## src/rtl/vigna_bus_arb_if.sv

```systemverilog
// Unified vigna memory bus: valid/ready request with address, write payload and read data.
// The master side raises valid with a stable payload; the slave side pulses ready, with rdata valid in that cycle.
interface vigna_bus_arb_if;
  logic        valid;
  logic        ready;
  logic [31:0] addr;
  logic [31:0] rdata;
  logic [31:0] wdata;
  logic [3:0]  wstrb;

  modport master (output valid, addr, wdata, wstrb, input ready, rdata);
  modport slave  (input valid, addr, wdata, wstrb, output ready, rdata);
endinterface

```

## src/rtl/vigna_bus_arb.sv

```systemverilog
// Round-robin merge of the vigna instruction and data buses onto one memory bus, with a timeout watchdog.
// Grant 1 cycle after the request; payload and ready/rdata pass through combinationally while granted.
module vigna_bus_arb #(
  parameter int unsigned TIMEOUT  = 256,
  parameter logic [31:0] TO_RDATA = 32'h0000_0000
) (
  input  logic            clk,
  input  logic            resetn,
  vigna_bus_arb_if.slave  i_bus,
  vigna_bus_arb_if.slave  d_bus,
  vigna_bus_arb_if.master m_bus,
  output logic            to_err,
  output logic [31:0]     to_addr
);

  localparam int unsigned CW = (TIMEOUT > 1) ? $clog2(TIMEOUT) : 1;

  typedef enum logic [1:0] {
    IDLE  = 2'd0,
    GNT_I = 2'd1,
    GNT_D = 2'd2
  } state_t;

  state_t        state, state_nxt;
  logic          last_d, last_d_nxt;
  logic [CW-1:0] cnt, cnt_nxt;
  logic          to_err_nxt;
  logic [31:0]   to_addr_nxt;

  logic          granted;
  logic          wdog_hit;
  logic          expire;
  logic          done;
  logic [31:0]   rsel;
  logic [31:0]   gnt_addr;

  // The instruction side is always issued as a read, so its write payload is dropped.
  logic          i_unused;
  assign i_unused = ^{i_bus.wdata, i_bus.wstrb};

  always_ff @(posedge clk or negedge resetn) begin
    if (!resetn) begin
      state   <= IDLE;
      last_d  <= 1'b0;
      cnt     <= '0;
      to_err  <= 1'b0;
      to_addr <= 32'h0;
    end else begin
      state   <= state_nxt;
      last_d  <= last_d_nxt;
      cnt     <= cnt_nxt;
      to_err  <= to_err_nxt;
      to_addr <= to_addr_nxt;
    end
  end

  always_comb begin
    state_nxt   = state;
    last_d_nxt  = last_d;
    cnt_nxt     = cnt;
    to_err_nxt  = to_err;
    to_addr_nxt = to_addr;
    gnt_addr    = 32'h0;

    m_bus.valid = 1'b0;
    m_bus.addr  = 32'h0;
    m_bus.wdata = 32'h0;
    m_bus.wstrb = 4'h0;
    i_bus.ready = 1'b0;
    i_bus.rdata = 32'h0;
    d_bus.ready = 1'b0;
    d_bus.rdata = 32'h0;

    granted  = (state == GNT_I) || (state == GNT_D);
    wdog_hit = (TIMEOUT != 0) && (cnt == CW'(TIMEOUT - 1));
    // A real m_ready in the expiry cycle wins over the watchdog.
    expire   = granted && !m_bus.ready && wdog_hit;
    done     = granted && (m_bus.ready || expire);
    rsel     = expire ? TO_RDATA : m_bus.rdata;

    case (state)
      IDLE: begin
        cnt_nxt = '0;
        if (i_bus.valid && d_bus.valid) begin
          state_nxt = last_d ? GNT_I : GNT_D;
        end else if (d_bus.valid) begin
          state_nxt = GNT_D;
        end else if (i_bus.valid) begin
          state_nxt = GNT_I;
        end
      end
      GNT_I: begin
        gnt_addr    = i_bus.addr;
        m_bus.valid = 1'b1;
        m_bus.addr  = i_bus.addr;
        i_bus.ready = done;
        i_bus.rdata = rsel;
      end
      GNT_D: begin
        gnt_addr    = d_bus.addr;
        m_bus.valid = 1'b1;
        m_bus.addr  = d_bus.addr;
        m_bus.wdata = d_bus.wdata;
        m_bus.wstrb = d_bus.wstrb;
        d_bus.ready = done;
        d_bus.rdata = rsel;
      end
      default: begin
        state_nxt = IDLE;
      end
    endcase

    if (granted) begin
      if (done) begin
        state_nxt  = IDLE;
        cnt_nxt    = '0;
        last_d_nxt = (state == GNT_D);
      end else if ((TIMEOUT != 0) && (cnt != '1)) begin
        cnt_nxt = cnt + 1'b1;
      end
      // Only the first timeout address is kept; the flag itself is sticky.
      if (expire) begin
        to_err_nxt = 1'b1;
        if (!to_err) begin
          to_addr_nxt = gnt_addr;
        end
      end
    end
  end

endmodule

```

## src/flat_wrapper.sv

```systemverilog
// flat-port wrapper written by rule: the top's interface ports become plain ports
module vigna_bus_arb_flat 
#(
  parameter int unsigned TIMEOUT  = 256,
  parameter logic [31:0] TO_RDATA = 32'h0000_0000
)
  (clk, resetn, to_err, to_addr, i_bus_valid, i_bus_addr, i_bus_wdata, i_bus_wstrb, i_bus_ready, i_bus_rdata, d_bus_valid, d_bus_addr, d_bus_wdata, d_bus_wstrb, d_bus_ready, d_bus_rdata, m_bus_valid, m_bus_addr, m_bus_wdata, m_bus_wstrb, m_bus_ready, m_bus_rdata);
  vigna_bus_arb_if i_bus_i ();
  vigna_bus_arb_if d_bus_i ();
  vigna_bus_arb_if m_bus_i ();
  input  logic clk;
  input  logic resetn;
  output logic to_err;
  output logic [31:0] to_addr;
  input wire logic [$bits(i_bus_i.valid)-1:0] i_bus_valid;
  input wire logic [$bits(i_bus_i.addr)-1:0] i_bus_addr;
  input wire logic [$bits(i_bus_i.wdata)-1:0] i_bus_wdata;
  input wire logic [$bits(i_bus_i.wstrb)-1:0] i_bus_wstrb;
  output wire logic [$bits(i_bus_i.ready)-1:0] i_bus_ready;
  output wire logic [$bits(i_bus_i.rdata)-1:0] i_bus_rdata;
  input wire logic [$bits(d_bus_i.valid)-1:0] d_bus_valid;
  input wire logic [$bits(d_bus_i.addr)-1:0] d_bus_addr;
  input wire logic [$bits(d_bus_i.wdata)-1:0] d_bus_wdata;
  input wire logic [$bits(d_bus_i.wstrb)-1:0] d_bus_wstrb;
  output wire logic [$bits(d_bus_i.ready)-1:0] d_bus_ready;
  output wire logic [$bits(d_bus_i.rdata)-1:0] d_bus_rdata;
  output wire logic [$bits(m_bus_i.valid)-1:0] m_bus_valid;
  output wire logic [$bits(m_bus_i.addr)-1:0] m_bus_addr;
  output wire logic [$bits(m_bus_i.wdata)-1:0] m_bus_wdata;
  output wire logic [$bits(m_bus_i.wstrb)-1:0] m_bus_wstrb;
  input wire logic [$bits(m_bus_i.ready)-1:0] m_bus_ready;
  input wire logic [$bits(m_bus_i.rdata)-1:0] m_bus_rdata;
  assign i_bus_i.valid = i_bus_valid;
  assign i_bus_i.addr = i_bus_addr;
  assign i_bus_i.wdata = i_bus_wdata;
  assign i_bus_i.wstrb = i_bus_wstrb;
  assign i_bus_ready = i_bus_i.ready;
  assign i_bus_rdata = i_bus_i.rdata;
  assign d_bus_i.valid = d_bus_valid;
  assign d_bus_i.addr = d_bus_addr;
  assign d_bus_i.wdata = d_bus_wdata;
  assign d_bus_i.wstrb = d_bus_wstrb;
  assign d_bus_ready = d_bus_i.ready;
  assign d_bus_rdata = d_bus_i.rdata;
  assign m_bus_valid = m_bus_i.valid;
  assign m_bus_addr = m_bus_i.addr;
  assign m_bus_wdata = m_bus_i.wdata;
  assign m_bus_wstrb = m_bus_i.wstrb;
  assign m_bus_i.ready = m_bus_ready;
  assign m_bus_i.rdata = m_bus_rdata;
  vigna_bus_arb #(.TIMEOUT(TIMEOUT), .TO_RDATA(TO_RDATA)) u_core (.clk(clk), .resetn(resetn), .i_bus(i_bus_i), .d_bus(d_bus_i), .m_bus(m_bus_i), .to_err(to_err), .to_addr(to_addr));
endmodule
```

## config.mk

```make
export PLATFORM = sky130hd
export DESIGN_NAME = vigna_bus_arb_flat
export DESIGN_NICKNAME = d
export VERILOG_FILES = /design/src/rtl/vigna_bus_arb_if.sv /design/src/rtl/vigna_bus_arb.sv /design/src/flat_wrapper.sv
export SDC_FILE = /design/constraint.sdc
export NUM_CORES = 1
export LEC_CHECK = 0
export ABC_CLOCK_PERIOD_IN_PS = 3900
export BUFFER_PORTS_ARGS = -buffer_cell sky130_fd_sc_hd__buf_2
export CORE_AREA = 3 3 132 134
export DETAILED_ROUTE_END_ITERATION = 10
export DIE_AREA = 0 0 135 137
export GPL_ROUTABILITY_DRIVEN = 1
export SLEW_MARGIN = 20
export SYNTH_ARGS = -nofsm -noshare
export SYNTH_HDL_FRONTEND = slang
export SYNTH_SLANG_ARGS = --single-unit
```

## constraint.sdc

```tcl
create_clock -name clk -period 3.9 [get_ports clk]
set_input_delay 0.585 -clock clk [delete_from_list [all_inputs] [get_ports clk]]
set_output_delay 0.585 -clock clk [all_outputs]
set_load 0.03 [all_outputs]
```

==> run_results.csv <==
group,metric,value,unit
die,chipWidth,135,um
pwr,power_leakage,2.97,nW
pwr,power_density,575,nW/um^2
logic_synthesis,synth-edff-count,0,
grt,grt_pass1_vias,3154,
clocking,cts_resized,0,
placement,post_dp_cell_area,4880,sq um
logic_synthesis,ys_ff_latch,44,
clocking,cts_buffers,5,
run,drv_cap,0,
clocking,clk_pin_slew,0.06,ns
sta,tightest_slew,0.826,ns
die,start_util,19.5,%
sta,fmax,0.326,GHz
drt,drtIter0Drc,140,
pwr,finalPower,2.89,mW
critical_path,critPathBufInv,3,
placement,dp.cells,836,
clocking,hold_buffers,0,
drt,wirelength,12300,um
pwr,seqPwrFrac,17.3,%
drt,viasPerCell,4.05,
logic_synthesis,synth_cells,334,
pwr,clkPwrFrac,15.0,%
placement,dp_hpwl,9730,um
die,row_count,47,
grt,antenna_found_initial,0,
cells_and_area,fill_cells,1753,
clocking,cts_tree,"done",
logic_synthesis,synthTopCellsByArea,"dfrtp_1 (34%), and2_1 (20%), mux2_4 (14%), a22oi_1 (7.5%), nor2b_1 (6.8%)",
critical_path,critPathLaunchType,"register",
pwr,switchingPower,1.54,mW
pwr,p_sw_share,53.3,%
die,die_height,137,um
critical_path,path_max_fanout,49,
sta,setup_viol,0,
cells_and_area,fin_area,5030,sq um
cells_and_area,finish.utilization,30.7,%
logic_synthesis,yosys.area.top_type,"dfrtp_1",
clocking,cts_buffer_depth,2,
logic_synthesis,ys_types,34,
logic_synthesis,netlist_area,3200,sq um
sta,slew_headroom,44.9,%
placement,place_ws,1.09,ns
critical_path,slowest_stage,"ha_2",
logic_synthesis,yosysMostFrequentCell,"and2_1",
sta,skew,0.00496,ns
placement,port_buffers,304,
logic_synthesis,syn_avg_cell_area,9.58,sq um
clocking,clock_sinks,44,
logic_synthesis,synthArstFlopShare,100,%
logic_synthesis,seq_area_frac_synth,34.4,%
critical_path,worstSetupPathType,"reg -> out",
drt,antenna_left,0,
cells_and_area,areaGrowthSynthToFinish,57.2,%
status,status,"finished, final reports clean",
critical_path,end_kind,"output pin",
logic_synthesis,netlist.area_leader.share,34.4,%
cells_and_area,final_cells,844,
grt,overflow,0,
critical_path,cp_top_family,"buffers and inverters",
cells_and_area,insertedDiodeCount,0,
die,core,16400,sq um
sta,final_max_slew_viol_count,0,
logic_synthesis,synth_common_cells,"and2_1 (102), dfrtp_1 (44), nor2b_1 (35), a22oi_1 (32), mux2_4 (30)",
grt,grt_use_total,11.9,%
critical_path,crit_cells,6,
critical_path,crit_chain,"inv_1, ha_2, buf_4, a22oi_1, nor2b_1, buf_2",
logic_synthesis,synth_warnings,0,
grt,grt_pass1_wl,17500,um
drt,route.detailed.drc,0,
drt,wl_per_cell,14.6,um
pwr,max-vdd-ir-drop,0.340,mV
cells_and_area,nets,800,
grt,grt_start_max_net_pins,50,
logic_synthesis,synth_ff_type,"dfrtp_1",
cells_and_area,drive_gt1_share,56.7,%
critical_path,slowest_delay,0.74,ns
sta,holdWs,0.304,ns
drt,dr.pass1.iters,4,
logic_synthesis,synthesis.nets,511,
sta,rsz0062_at_grt,"false",
critical_path,worstRegToRegCells,4,
sta,fin_crit,3.07,ns
pwr,combPwrFrac,67.7,%
clocking,cts_max_level,2,
sta,finalHoldViolCount,0,
sta,fin_setup_tns,0,ns
sta,final.period_utilization,78.7,%
pwr,internal_power,1.35,mW
clocking,cts_root_buffer,"clkbuf_16",
placement,place.gp.congestion,0.796,
worst_hold_path,min_path_type,"in -> async",
sta,fin_ws,0.830,ns
critical_path,arrival,2.48,ns
clocking,worstSkewPairLatency,0.29,ns
drt,vias,3421,
die,dieArea,18500,sq um
die,io_pins,341,
clocking,post_cts_buffers,0,
critical_path,required,3.31,ns
==> sequential cells by signal (all words and copies together) (netlist names) <==
signal / count
u_core.to_addr: 32
u_core.cnt: 8
u_core.to_err: 1
u_core.last_d: 1
u_core.state: 2
==> final timing paths <==
path	to	slack, ns	startpoint
min in group clk	u_core.to_addr[1]	0.50	u_core.to_addr[1]
setup reg to reg	u_core.to_addr[5]	1.61	u_core.cnt[0]
max in group asynchronous	u_core.cnt[5]	3.19	resetn
hold reg to reg	u_core.to_addr[1]	0.50	u_core.to_addr[1]
setup / recovery	m_bus_addr[23]	0.83	u_core.state[0]
hold / removal	u_core.to_addr[5]	0.30	resetn
==> cell usage in the layout (no fill, tap or decap), types with 2 or more instances in the layout <==
cell type / instances
mux2_2: 3
and2_1: 102
dfrtp_1: 44
a21oi_1: 4
mux2_4: 30
nor2_1: 8
o21ai_0: 8
clkbuf_16: 5
nand4_1: 3
nand2_1: 7
nor2b_1: 35
a22oi_1: 32
ha_1: 3
nor3_1: 2
nand3_1: 5
inv_1: 4
buf_2: 303
buf_4: 6
a21o_1: 2
==> cell families (layout without fill, tap and decap cells) <==
logic type,Yosys count,count (layout),share of synthesized area (%)
flip-flops,44,44,34.4
multiplexers,33,33,15.1
buffers and inverters,31,321,5.43
AO/OA/AOI/OAI,54,54,11.9
AND/OR/NAND/NOR,168,168,31.6
adder cells (fa/ha/maj),4,4,1.56
==> power groups by stage <==
stage | Clock [mW] | Sequential (mW) | Combinational [mW]
detailed placement | 0 | 0.510 | 1.98
floorplan | 0 | 0.503 | 1.38
finish | 0.435 | 0.501 | 1.96
CTS | 0.462 | 0.502 | 1.99
global route | 0.478 | 0.504 | 2.10
global placement | 0 | 0.509 | 1.98
==> final cells by class <==
| class | instances | area (sq um) | share of cell area [%] |
|---|---|---|---|
| Clock buffer | 7 | 143 | 2.84 |
| Sequential cell | 44 | 1100 | 21.9 |
| Timing Repair Buffer | 309 | 1560 | 31.0 |
| Inverter | 4 | 15.0 | 0.298 |
| Clock inverter | 1 | 7.51 | 0.149 |
| Multi-Input combinational cell | 259 | 1930 | 38.3 |
| Tap cell | 220 | 275 | 5.47 |
==> metal layers <==
layer	up-vias	share of wire, %	wire, um	GRT usage, %
li1	1707	-	-	-
met1	1580	43	5290	16.0
met2	131	50	6180	20.4
met3	3	6.5	802	2.39
met4	0	0.25	31	1.40
met5	-	0	0	0
No activity file was read; power rests on OpenSTA's default activity.
